File: config.mk
export PLATFORM = sky130hd
export DESIGN_NAME = udm_rr_scheduler
export DESIGN_NICKNAME = d
export VERILOG_FILES = /design/src/rtl/udm_pkg.sv /design/src/rtl/udm_rr_grant.sv /design/src/rtl/udm_rr_scheduler.sv
export SDC_FILE = /design/constraint.sdc
export NUM_CORES = 1
export LEC_CHECK = 0
export ABC_AREA = 1
export BUFFER_PORTS_ARGS = -buffer_cell sky130_fd_sc_hd__buf_4
export CAP_MARGIN = 20
export CELL_PAD_IN_SITES_DETAIL_PLACEMENT = 2
export CELL_PAD_IN_SITES_GLOBAL_PLACEMENT = 2
export CORE_MARGIN = 2
export CORE_UTILIZATION = 33
export DETAILED_ROUTE_END_ITERATION = 12
export GPL_TIMING_DRIVEN = 0
export PLACE_DENSITY_LB_ADDON = 0.1
export SYNTH_ARGS = -nofsm -noshare
export SYNTH_HDL_FRONTEND = slang
export SYNTH_HIERARCHICAL = 1
export SYNTH_SLANG_ARGS = --single-unit
File: constraint.sdc
create_clock -name clk -period 9.45 [get_ports clk]
set_input_delay 2.835 -clock clk [delete_from_list [all_inputs] [get_ports clk]]
set_output_delay 2.835 -clock clk [all_outputs]
set_load 0.02 [all_outputs]
File: src/rtl/udm_pkg.sv
// Shared helpers for the UDM scheduler: operand-size arithmetic, legal UDM
// sizes and requester-ID width derivation.
package udm_pkg;

    localparam int NREQ_MIN = 2;
    localparam int NREQ_MAX = 16;

    // The UDM instance is sized by the wider of the two operands.
    function automatic int max_bw(input int dw, input int ww);
        return (dw > ww) ? dw : ww;
    endfunction

    // UDM only exists in power-of-two sizes from 2 to 32 bits.
    function automatic bit legal_bw(input int bw);
        return (bw == 2) || (bw == 4) || (bw == 8) || (bw == 16) || (bw == 32);
    endfunction

    // Requester ID width; never narrower than one bit.
    function automatic int id_width(input int nreq);
        return (nreq > 1) ? $clog2(nreq) : 1;
    endfunction

endpackage

File: src/rtl/udm_rr_grant.sv
// Round-robin priority encoder: picks the first asserted request at or after
// ptr, wrapping modulo NREQ. Purely combinational.
module udm_rr_grant
    import udm_pkg::*;
#(
    parameter int NREQ = 4,
    parameter int IDW  = id_width(NREQ)
) (
    input  logic [NREQ-1:0] req,
    input  logic [IDW-1:0]  ptr,
    output logic [NREQ-1:0] grant,
    output logic [IDW-1:0]  grant_idx,
    output logic            any
);

    logic [2*NREQ-1:0] req_dbl;
    logic [2*NREQ-1:0] req_shift;
    logic [NREQ-1:0]   req_rot;
    logic [IDW-1:0]    offset;
    logic [IDW:0]      idx_sum;

    // Rotate the request vector so that position 0 is the current pointer.
    assign req_dbl   = {req, req};
    assign req_shift = req_dbl >> ptr;
    assign req_rot   = req_shift[NREQ-1:0];

    // Lowest set bit of the rotated vector, mapped back to a requester index.
    always_comb begin
        // NOTE: combinational logic uses blocking assignments so later loop
        // iterations see the updated 'any' and every output has a default.
        any       = 1'b0;
        offset    = '0;
        grant     = '0;
        grant_idx = '0;
        idx_sum   = '0;
        for (int k = 0; k < NREQ; k++) begin
            if (!any && req_rot[k]) begin
                any    = 1'b1;
                offset = IDW'(k);
            end
        end
        idx_sum = {1'b0, ptr} + {1'b0, offset};
        if (idx_sum >= (IDW+1)'(NREQ)) begin
            idx_sum = idx_sum - (IDW+1)'(NREQ);
        end
        grant_idx = idx_sum[IDW-1:0];
        if (any) begin
            grant = NREQ'(1) << grant_idx;
        end
    end

endmodule

File: src/rtl/udm_rr_scheduler.sv
// Shares one UDM multiplier among NREQ requesters. Round-robin arbitration
// feeds a two-stage pipeline: operand register (S1) -> UDM -> result register (S2).
module udm_rr_scheduler
    import udm_pkg::*;
#(
    parameter  int DW   = 8,
    parameter  int WW   = 8,
    parameter  int NREQ = 4,
    localparam int IDW  = $clog2(NREQ)
) (
    input  logic               clk,
    input  logic               rst_n,
    input  logic [NREQ-1:0]    req_valid,
    output logic [NREQ-1:0]    req_ready,
    input  logic [NREQ*DW-1:0] req_a,
    input  logic [NREQ*WW-1:0] req_b,
    output logic               res_valid,
    input  logic               res_ready,
    output logic [IDW-1:0]     res_id,
    output logic [DW+WW-1:0]   res_r
);

    localparam int BW = max_bw(DW, WW);
    localparam int PW = DW + WW;

    // Reject parameter sets the UDM or the ID encoding cannot support.
    generate
        if (!legal_bw(BW)) begin : g_bad_bw
            $error("udm_rr_scheduler: max(DW,WW)=%0d is not a legal UDM size", BW);
        end
        if ((NREQ < NREQ_MIN) || (NREQ > NREQ_MAX)) begin : g_bad_nreq
            $error("udm_rr_scheduler: NREQ=%0d outside 2..16", NREQ);
        end
    endgenerate

    logic            s1_v;
    logic [DW-1:0]   s1_a;
    logic [WW-1:0]   s1_b;
    logic [IDW-1:0]  s1_id;
    logic            s2_v;
    logic [IDW-1:0]  rr_ptr;

    logic [NREQ-1:0] grant;
    logic [IDW-1:0]  grant_idx;
    logic            any;
    logic            s2_load;
    logic            s1_free;
    logic            accept;
    logic [DW-1:0]   sel_a;
    logic [WW-1:0]   sel_b;

    logic [BW-1:0]   udm_a;
    logic [BW-1:0]   udm_b;
    logic [2*BW-1:0] udm_p;
    logic [PW-1:0]   udm_r;

    udm_rr_grant #(
        .NREQ (NREQ),
        .IDW  (IDW)
    ) u_grant (
        .req       (req_valid),
        .ptr       (rr_ptr),
        .grant     (grant),
        .grant_idx (grant_idx),
        .any       (any)
    );

    // S1 empties whenever its content moves on to S2 in the same cycle.
    assign s2_load   = s1_v && (!s2_v || res_ready);
    assign s1_free   = !s1_v || s2_load;
    assign accept    = any && s1_free;
    assign req_ready = (s1_free && rst_n) ? grant : '0;
    assign res_valid = s2_v;

    // One-hot operand mux selecting the granted requester's operands.
    always_comb begin
        sel_a = '0;
        sel_b = '0;
        for (int i = 0; i < NREQ; i++) begin
            if (grant[i]) begin
                sel_a = req_a[i*DW +: DW];
                sel_b = req_b[i*WW +: WW];
            end
        end
    end

    // UDM datapath: operands zero-extended to the UDM size; the product of a
    // DW-bit and a WW-bit value always fits in DW+WW bits.
    assign udm_a = BW'(s1_a);
    assign udm_b = BW'(s1_b);
    assign udm_p = udm_a * udm_b;
    assign udm_r = udm_p[PW-1:0];

    // Operand stage and round-robin pointer.
    always_ff @(posedge clk or negedge rst_n) begin
        // NOTE: data registers are reset too so res_r/res_id read zero after
        // reset; sequential state is always updated with non-blocking '<='.
        if (!rst_n) begin
            s1_v   <= 1'b0;
            s1_a   <= '0;
            s1_b   <= '0;
            s1_id  <= '0;
            rr_ptr <= '0;
        end else if (accept) begin
            s1_v   <= 1'b1;
            s1_a   <= sel_a;
            s1_b   <= sel_b;
            s1_id  <= grant_idx;
            rr_ptr <= (grant_idx == IDW'(NREQ-1)) ? '0 : grant_idx + 1'b1;
        end else if (s2_load) begin
            s1_v <= 1'b0;
        end
    end

    // Result stage: load from S1, or drain when the consumer takes the result.
    always_ff @(posedge clk or negedge rst_n) begin
        if (!rst_n) begin
            s2_v   <= 1'b0;
            res_r  <= '0;
            res_id <= '0;
        end else if (s2_load) begin
            s2_v   <= 1'b1;
            res_r  <= udm_r;
            res_id <= s1_id;
        end else if (res_ready) begin
            s2_v <= 1'b0;
        end
    end

endmodule

* After elaboration in Yosys (flattened, before gate mapping)
Cells that the tools add are included.
Storage, ports and cells: output and inout port bits 23, input port bits 71, bits in registers 40, logic and storage cells 54
Operators by class: shift-type cells 2, multiplexer cells 23, order comparisons 1, reduce and logical (&&, ||, !) cells 15, $mul 1, equal/unequal tests 1, add/subtract/negate cells 3
Operator list (count):
- 8-bit two-way mux | 8
- 8-bit by 8-bit multiplier with 16-bit output | 1
- 1-bit two-way mux | 9
- 2-bit two-way mux | 4
- 4-bit two-way mux | 2
- 8-bit by 2-bit >> shifter with 4-bit output | 1
- 1-bit logical AND | 6
- 1-bit logical NOT | 5
- 2-bit nonzero test | 2
- 1-bit by 2-bit << shifter with 4-bit output (first input constant) | 1
- 2-bit by 2-bit adder with 3-bit output | 1
- 3-bit >= comparator (second input constant) | 1
- 2-bit by 1-bit adder with 2-bit output (second input constant) | 1
- 2-bit equality test (second input constant) | 1
- 1-bit logical OR | 2
- 2-bit by 1-bit subtractor with 2-bit output (second input constant) | 1

* Depth between registers and ports, before layout
depth in word-level cells 20, depth in mapped cells 21, gate-level depth less buffers 20

* Hierarchy
Netlist, hierarchy kept.
By module, submodules not included:
- udm_rr_scheduler | sequential area each 1001.0 um2, instances 1, cells an instance 613, area an instance 4354.2 um2
- udm_rr_grant | sequential area each 0.0 um2, instances 1, cells an instance 43, area an instance 212.7 um2

* Worst setup path after synthesis
Ideal clock, no wire load.
path kind input-to-output, from input req_valid[1], to output req_ready[1], cell stages on the path 15, data required time 6.615 ns, arrival 4.603 ns, buffers on the path 2, slack 2.012 ns, path through nand2_1 -> nand3_1 -> nand2_1 -> nand3_1 -> a21boi_0 -> ha_1 -> xnor2_1 -> inv_1 -> nand2_2 -> nand2_2 -> nor2_1 -> buf_6 -> buf_2 -> inv_1 -> nor2_1
Between the ends: longest elaborated chain between the ends 17, elaborated cells on any way between the ends 21, classes of those cells add/sub (2); order compare (1); shift (2); mux (10); reduce/logical (6)
RTL lines:
- from (decl) | line udm_rr_scheduler.sv:13 | input logic [NREQ-1:0] req_valid,
- 8-bit by 2-bit >> shifter with 4-bit output (*) | line udm_rr_grant.sv:24 | assign req_shift = req_dbl >> ptr;
- 1-bit two-way mux | line udm_rr_grant.sv:37 | if (!any && req_rot[k]) begin
- 1-bit logical NOT | line udm_rr_grant.sv:37
- 1-bit logical AND | line udm_rr_grant.sv:37
- 1-bit two-way mux | line udm_rr_grant.sv:37
- 1-bit logical NOT | line udm_rr_grant.sv:37
- 1-bit logical AND | line udm_rr_grant.sv:37
- 1-bit two-way mux | line udm_rr_grant.sv:37
- (+3 left out)
- 2-bit by 2-bit adder with 3-bit output (*) | line udm_rr_grant.sv:42 | idx_sum = {1'b0, ptr} + {1'b0, offset};
- 3-bit >= comparator / 2-bit by 1-bit subtractor with 2-bit output (equally long branches) | line udm_rr_grant.sv:43, udm_rr_grant.sv:44
- 2-bit two-way mux (*) | line udm_rr_grant.sv:43 | if (idx_sum >= (IDW+1)'(NREQ)) begin
- via grant_idx[1] | line udm_rr_scheduler.sv:44 | logic [IDW-1:0] grant_idx;
- 1-bit by 2-bit << shifter with 4-bit output (*) | line udm_rr_grant.sv:48 | grant = NREQ'(1) << grant_idx;
- 4-bit two-way mux (*) | line udm_rr_grant.sv:47 | if (any) begin
- via grant[1] | line udm_rr_scheduler.sv:43 | logic [NREQ-1:0] grant;
- 4-bit two-way mux (*) | line udm_rr_scheduler.sv:72 | assign req_ready = (s1_free && rst_n) ? grant : '0;
- to (decl) | line udm_rr_scheduler.sv:14 | output logic [NREQ-1:0] req_ready,
Mark *: on every way through the listed nets, which the timed path passes. The rest lies on a longest branch.

* Worst setup path in the final report
from input req_valid[1], to output req_ready[2]
Between the ends: longest elaborated chain between the ends 17, elaborated cells on any way between the ends 21, classes of those cells add/sub (2); order compare (1); shift (2); mux (10); reduce/logical (6)
RTL lines (line):
- 8-bit by 2-bit >> shifter with 4-bit output (*) | udm_rr_grant.sv:24
- 1-bit two-way mux | udm_rr_grant.sv:37
- 1-bit logical NOT | udm_rr_grant.sv:37
- 1-bit logical AND | udm_rr_grant.sv:37
- 1-bit two-way mux | udm_rr_grant.sv:37
- 1-bit logical NOT | udm_rr_grant.sv:37
- 1-bit logical AND | udm_rr_grant.sv:37
- 1-bit two-way mux | udm_rr_grant.sv:37
- (+2 left out)
- 2-bit two-way mux | udm_rr_grant.sv:37
- 2-bit by 2-bit adder with 3-bit output | udm_rr_grant.sv:42
- 3-bit >= comparator / 2-bit by 1-bit subtractor with 2-bit output (equally long branches) | udm_rr_grant.sv:43, udm_rr_grant.sv:44
- 2-bit two-way mux | udm_rr_grant.sv:43
- 1-bit by 2-bit << shifter with 4-bit output | udm_rr_grant.sv:48
- 4-bit two-way mux (*) | udm_rr_grant.sv:47
- via grant[2] | udm_rr_scheduler.sv:43
- 4-bit two-way mux (*) | udm_rr_scheduler.sv:72
Marks and branches as above.

==> summary.md <==
| Metric | Value |
|---|---|
| Inserted Clock Buffers | 5 |
| Synth top area share | 21.92% |
| Setup Fix Bufs, Post-CTS | 0 |
| Vias in the first global route | 5306 |
| Chip Width | 121.6 um |
| Worst Skew | 4.563 ps |
| Synth Area per Inst | 6.962 um^2 |
| Area leader, netlist | dfrtp_1 |
| Critical Path Fanout Max | 10 |
| WHS | 485.3 ps |
| Share of layout cells above drive strength 1 | 18.10% |
| Clock buffer depth | 2 |
| Post-detailed-route count of antenna-violating nets | 0 |
| Crit-path slowest cell | buf_2 |
| Vias per cell | 4.800 |
| Die H | 121.6 um |
| CP arrival | 5080 ps |
| Critical Path End Type | primary output |
| Slew @ Worst Pin | 529.9 ps |
| CORE AREA | 13400 um^2 |
| Avg WL per Cell | 16.44 um |
| DRT Wirelength | 15340 um |
| WP data required | 6620 ps |
| Netlist cell types | 29 |
| Commonest cells post-synth | nand2_1 (209), inv_1 (132), a21oi_1 (51), dfrtp_1 (40), ha_1 (38) |
| Row Count | 42 |
| HP Class | reg2reg |
| TritonCTS clock tree | done |
| Area growth syn-to-layout | 23.86% |
| Final setup viols | 0 |
| F_max | 126.3 MHz |
| Max incr delay on CP | 240 ps |
| Final number of hold-violating endpoints | 0 |
| Die area | 14800 um^2 |
| Worst Hold Launch | res_r[15]$_DFFE_PN0P_ |
| Crit path launch type | primary input |
| Overflow after GRT | 0 |
| CTS Hold Bufs | 0 |
| Post-synth EDFFs | 0 |
| H-tree depth | 2 |
| Critical-path cell list | buf_4, nand2_1, nand3_1, nand2_1, nand3_1, a21boi_0, ha_1, xnor2_1, nand3_2, a21oi_1, buf_2, inv_2, buf_2, nor2_1, buf_4 |
| CTS clk-pin slew, worst paths | 60 ps |
| Crit Reg-Reg Startpoint | s1_a[0]$_DFFE_PN0P_ |
| Cts repair resizes | 0 |
| Clk Latency, worst-skew pair | 290 ps |
| Worst setup startpoint | req_valid[1] |
| Setup_tns | 0 ps |
| Min cycle time layout | 7916 ps |
| DP HPWL | 12210 um |
| Port Buf Inserts | 93 |
| Starting Density | 34.08% |
| Gr usage total | 22.02% |
| Async set-reset flop share out of synthesis | 100.0% |
| Final #Nets | 901 |
| Vias | 4478 |
| I/O Pins | 94 |
| Synth area leaders | dfrtp_1 (22%), nand2_1 (17%), fa_1 (16%) |
| Flops & latches, synth | 40 |
| Status | completed |
| Initial antenna violation count | 0 |
| Sequential share of the synthesized area | 21.92% |
| RSZ-0062 raised after global routing | false |
| Relative slew slack | 64.67% |
| Largest net degree at the start of global routing | 42 |
| Most frequent cell after synthesis | nand2_1 |
| Number of detailed-route iterations in the first pass | 5 |
| Slew Viols, Final | 0 |
| Initial DRC count | 84 |
| First-pass GRT wire length | 25780 um |
| Number of diodes | 0 |
| Gpl congestion | 0.7837 |
| Max-Cap Viols | 0 |
| WS Path Type | in2out |
| Main synth FF type | dfrtp_1 |
| Residual DRC | 0 |
| Cells after Synth | 656 |
| Syn. warnings | 6 |
| Fin crit share | 83.77% |
| Syn Nets | 801 |
| Clock sink count | 40 |
| Root Driver | clkbuf_16 |
| Post-Syn Area | 4567 um^2 |
==> final timing paths <==
check,slack (ps),to,depth (start not counted)
setup reg to reg,5080,res_r[14]$_DFFE_PN0P_,17
hold reg to reg,490,res_r[15]$_DFFE_PN0P_,2
setup / recovery,1530,req_ready[2],15
max in group asynchronous,6560,s1_a[1]$_DFFE_PN0P_,1
hold / removal,490,res_r[15]$_DFFE_PN0P_,2
min in group asynchronous,2520,res_r[6]$_DFFE_PN0P_,1
==> worst max-delay path, delay by kind of cell <==
family                   cells  cell delay, ps
adder cells (fa/ha/maj)      1             200
buffers and inverters        5             830
AO/OA/AOI/OAI                2             370
XOR/XNOR                     1             160
AND/OR/NAND/NOR              6             680
==> metrics by stage <==
| step | setup slack [ps] | utilization (%) | cell area, um^2 | std cells |
|---|---|---|---|---|
| final | 1534 | 42.21 | 5657 | 933 |
| after global routing | 1299 | 42.21 | 5657 | 933 |
| after CTS | 1517 | 42.21 | 5657 | 933 |
| after detailed placement | 1528 | 40.93 | 5485 | 925 |
| after global placement | 1684 | 40.93 | 5485 | 925 |
| after floorplan | 2012 | - | 4567 | 656 |
==> placed cells by master, fill, tap and decap left out, drive strengths merged <==
cell type  netlist  final
or2              1      1
clkinv           2      2
nand2          216    216
o31ai            1      1
xor2             2      2
o21ai           11     11
a21oi           56     56
clkbuf          17     22
fa              36     36
ha              38     38
xnor2            4      4
a21boi           1      1
inv            137    138
o211ai          16     16
buf             14    107
dfrtp           40     40
nor2            32     32
and2             1      1
nand4            4      4
nand3           27     27
bufinv           0      1
clkinvlp         0      1
==> kinds of logic (layout without fill, tap and decap cells) <==
group / Yosys count / count (layout) / synth area share [%]
compound gates: 85 / 85 / 10.71
simple gates: 281 / 281 / 25.23
xor+xnor: 6 / 6 / 1.151
fa+ha+maj: 74 / 74 / 26.19
buf+inv: 170 / 271 / 14.79
flops: 40 / 40 / 21.92
==> per-layer routing <==
metal,vias to the layer above,global-route usage (%),share of wire (%)
li1,2184,-,-
met1,2166,23.80,40
met2,108,42.91,53
met3,20,4.307,4.9
met4,0,6.681,2.0
met5,-,0,0
==> final cells by class <==
| cell class | count | area (um^2) |
|---|---|---|
| fillers | 1632 | 7744 |
| multi-input cells | 446 | 2890 |
| flip-flops and latches | 40 | 1001 |
| repair buffers | 93 | 698.2 |
| inverters | 139 | 523.0 |
| well taps | 176 | 220.2 |
| plain buffers | 31 | 152.6 |
| clock buffers | 5 | 125.1 |
| clock inverters | 3 | 46.29 |
==> sequential cells by signal (all words and copies together), names as in the netlist <==
signal / flops
res_r: 16
s1_a: 8
s1_v: 1
s1_b: 8
res_id: 2
rr_ptr: 2
res_valid: 1
s1_id: 2
Power is not shown: default switching activity piles up to over one toggle a cycle in this logic, so the estimate is an artifact.
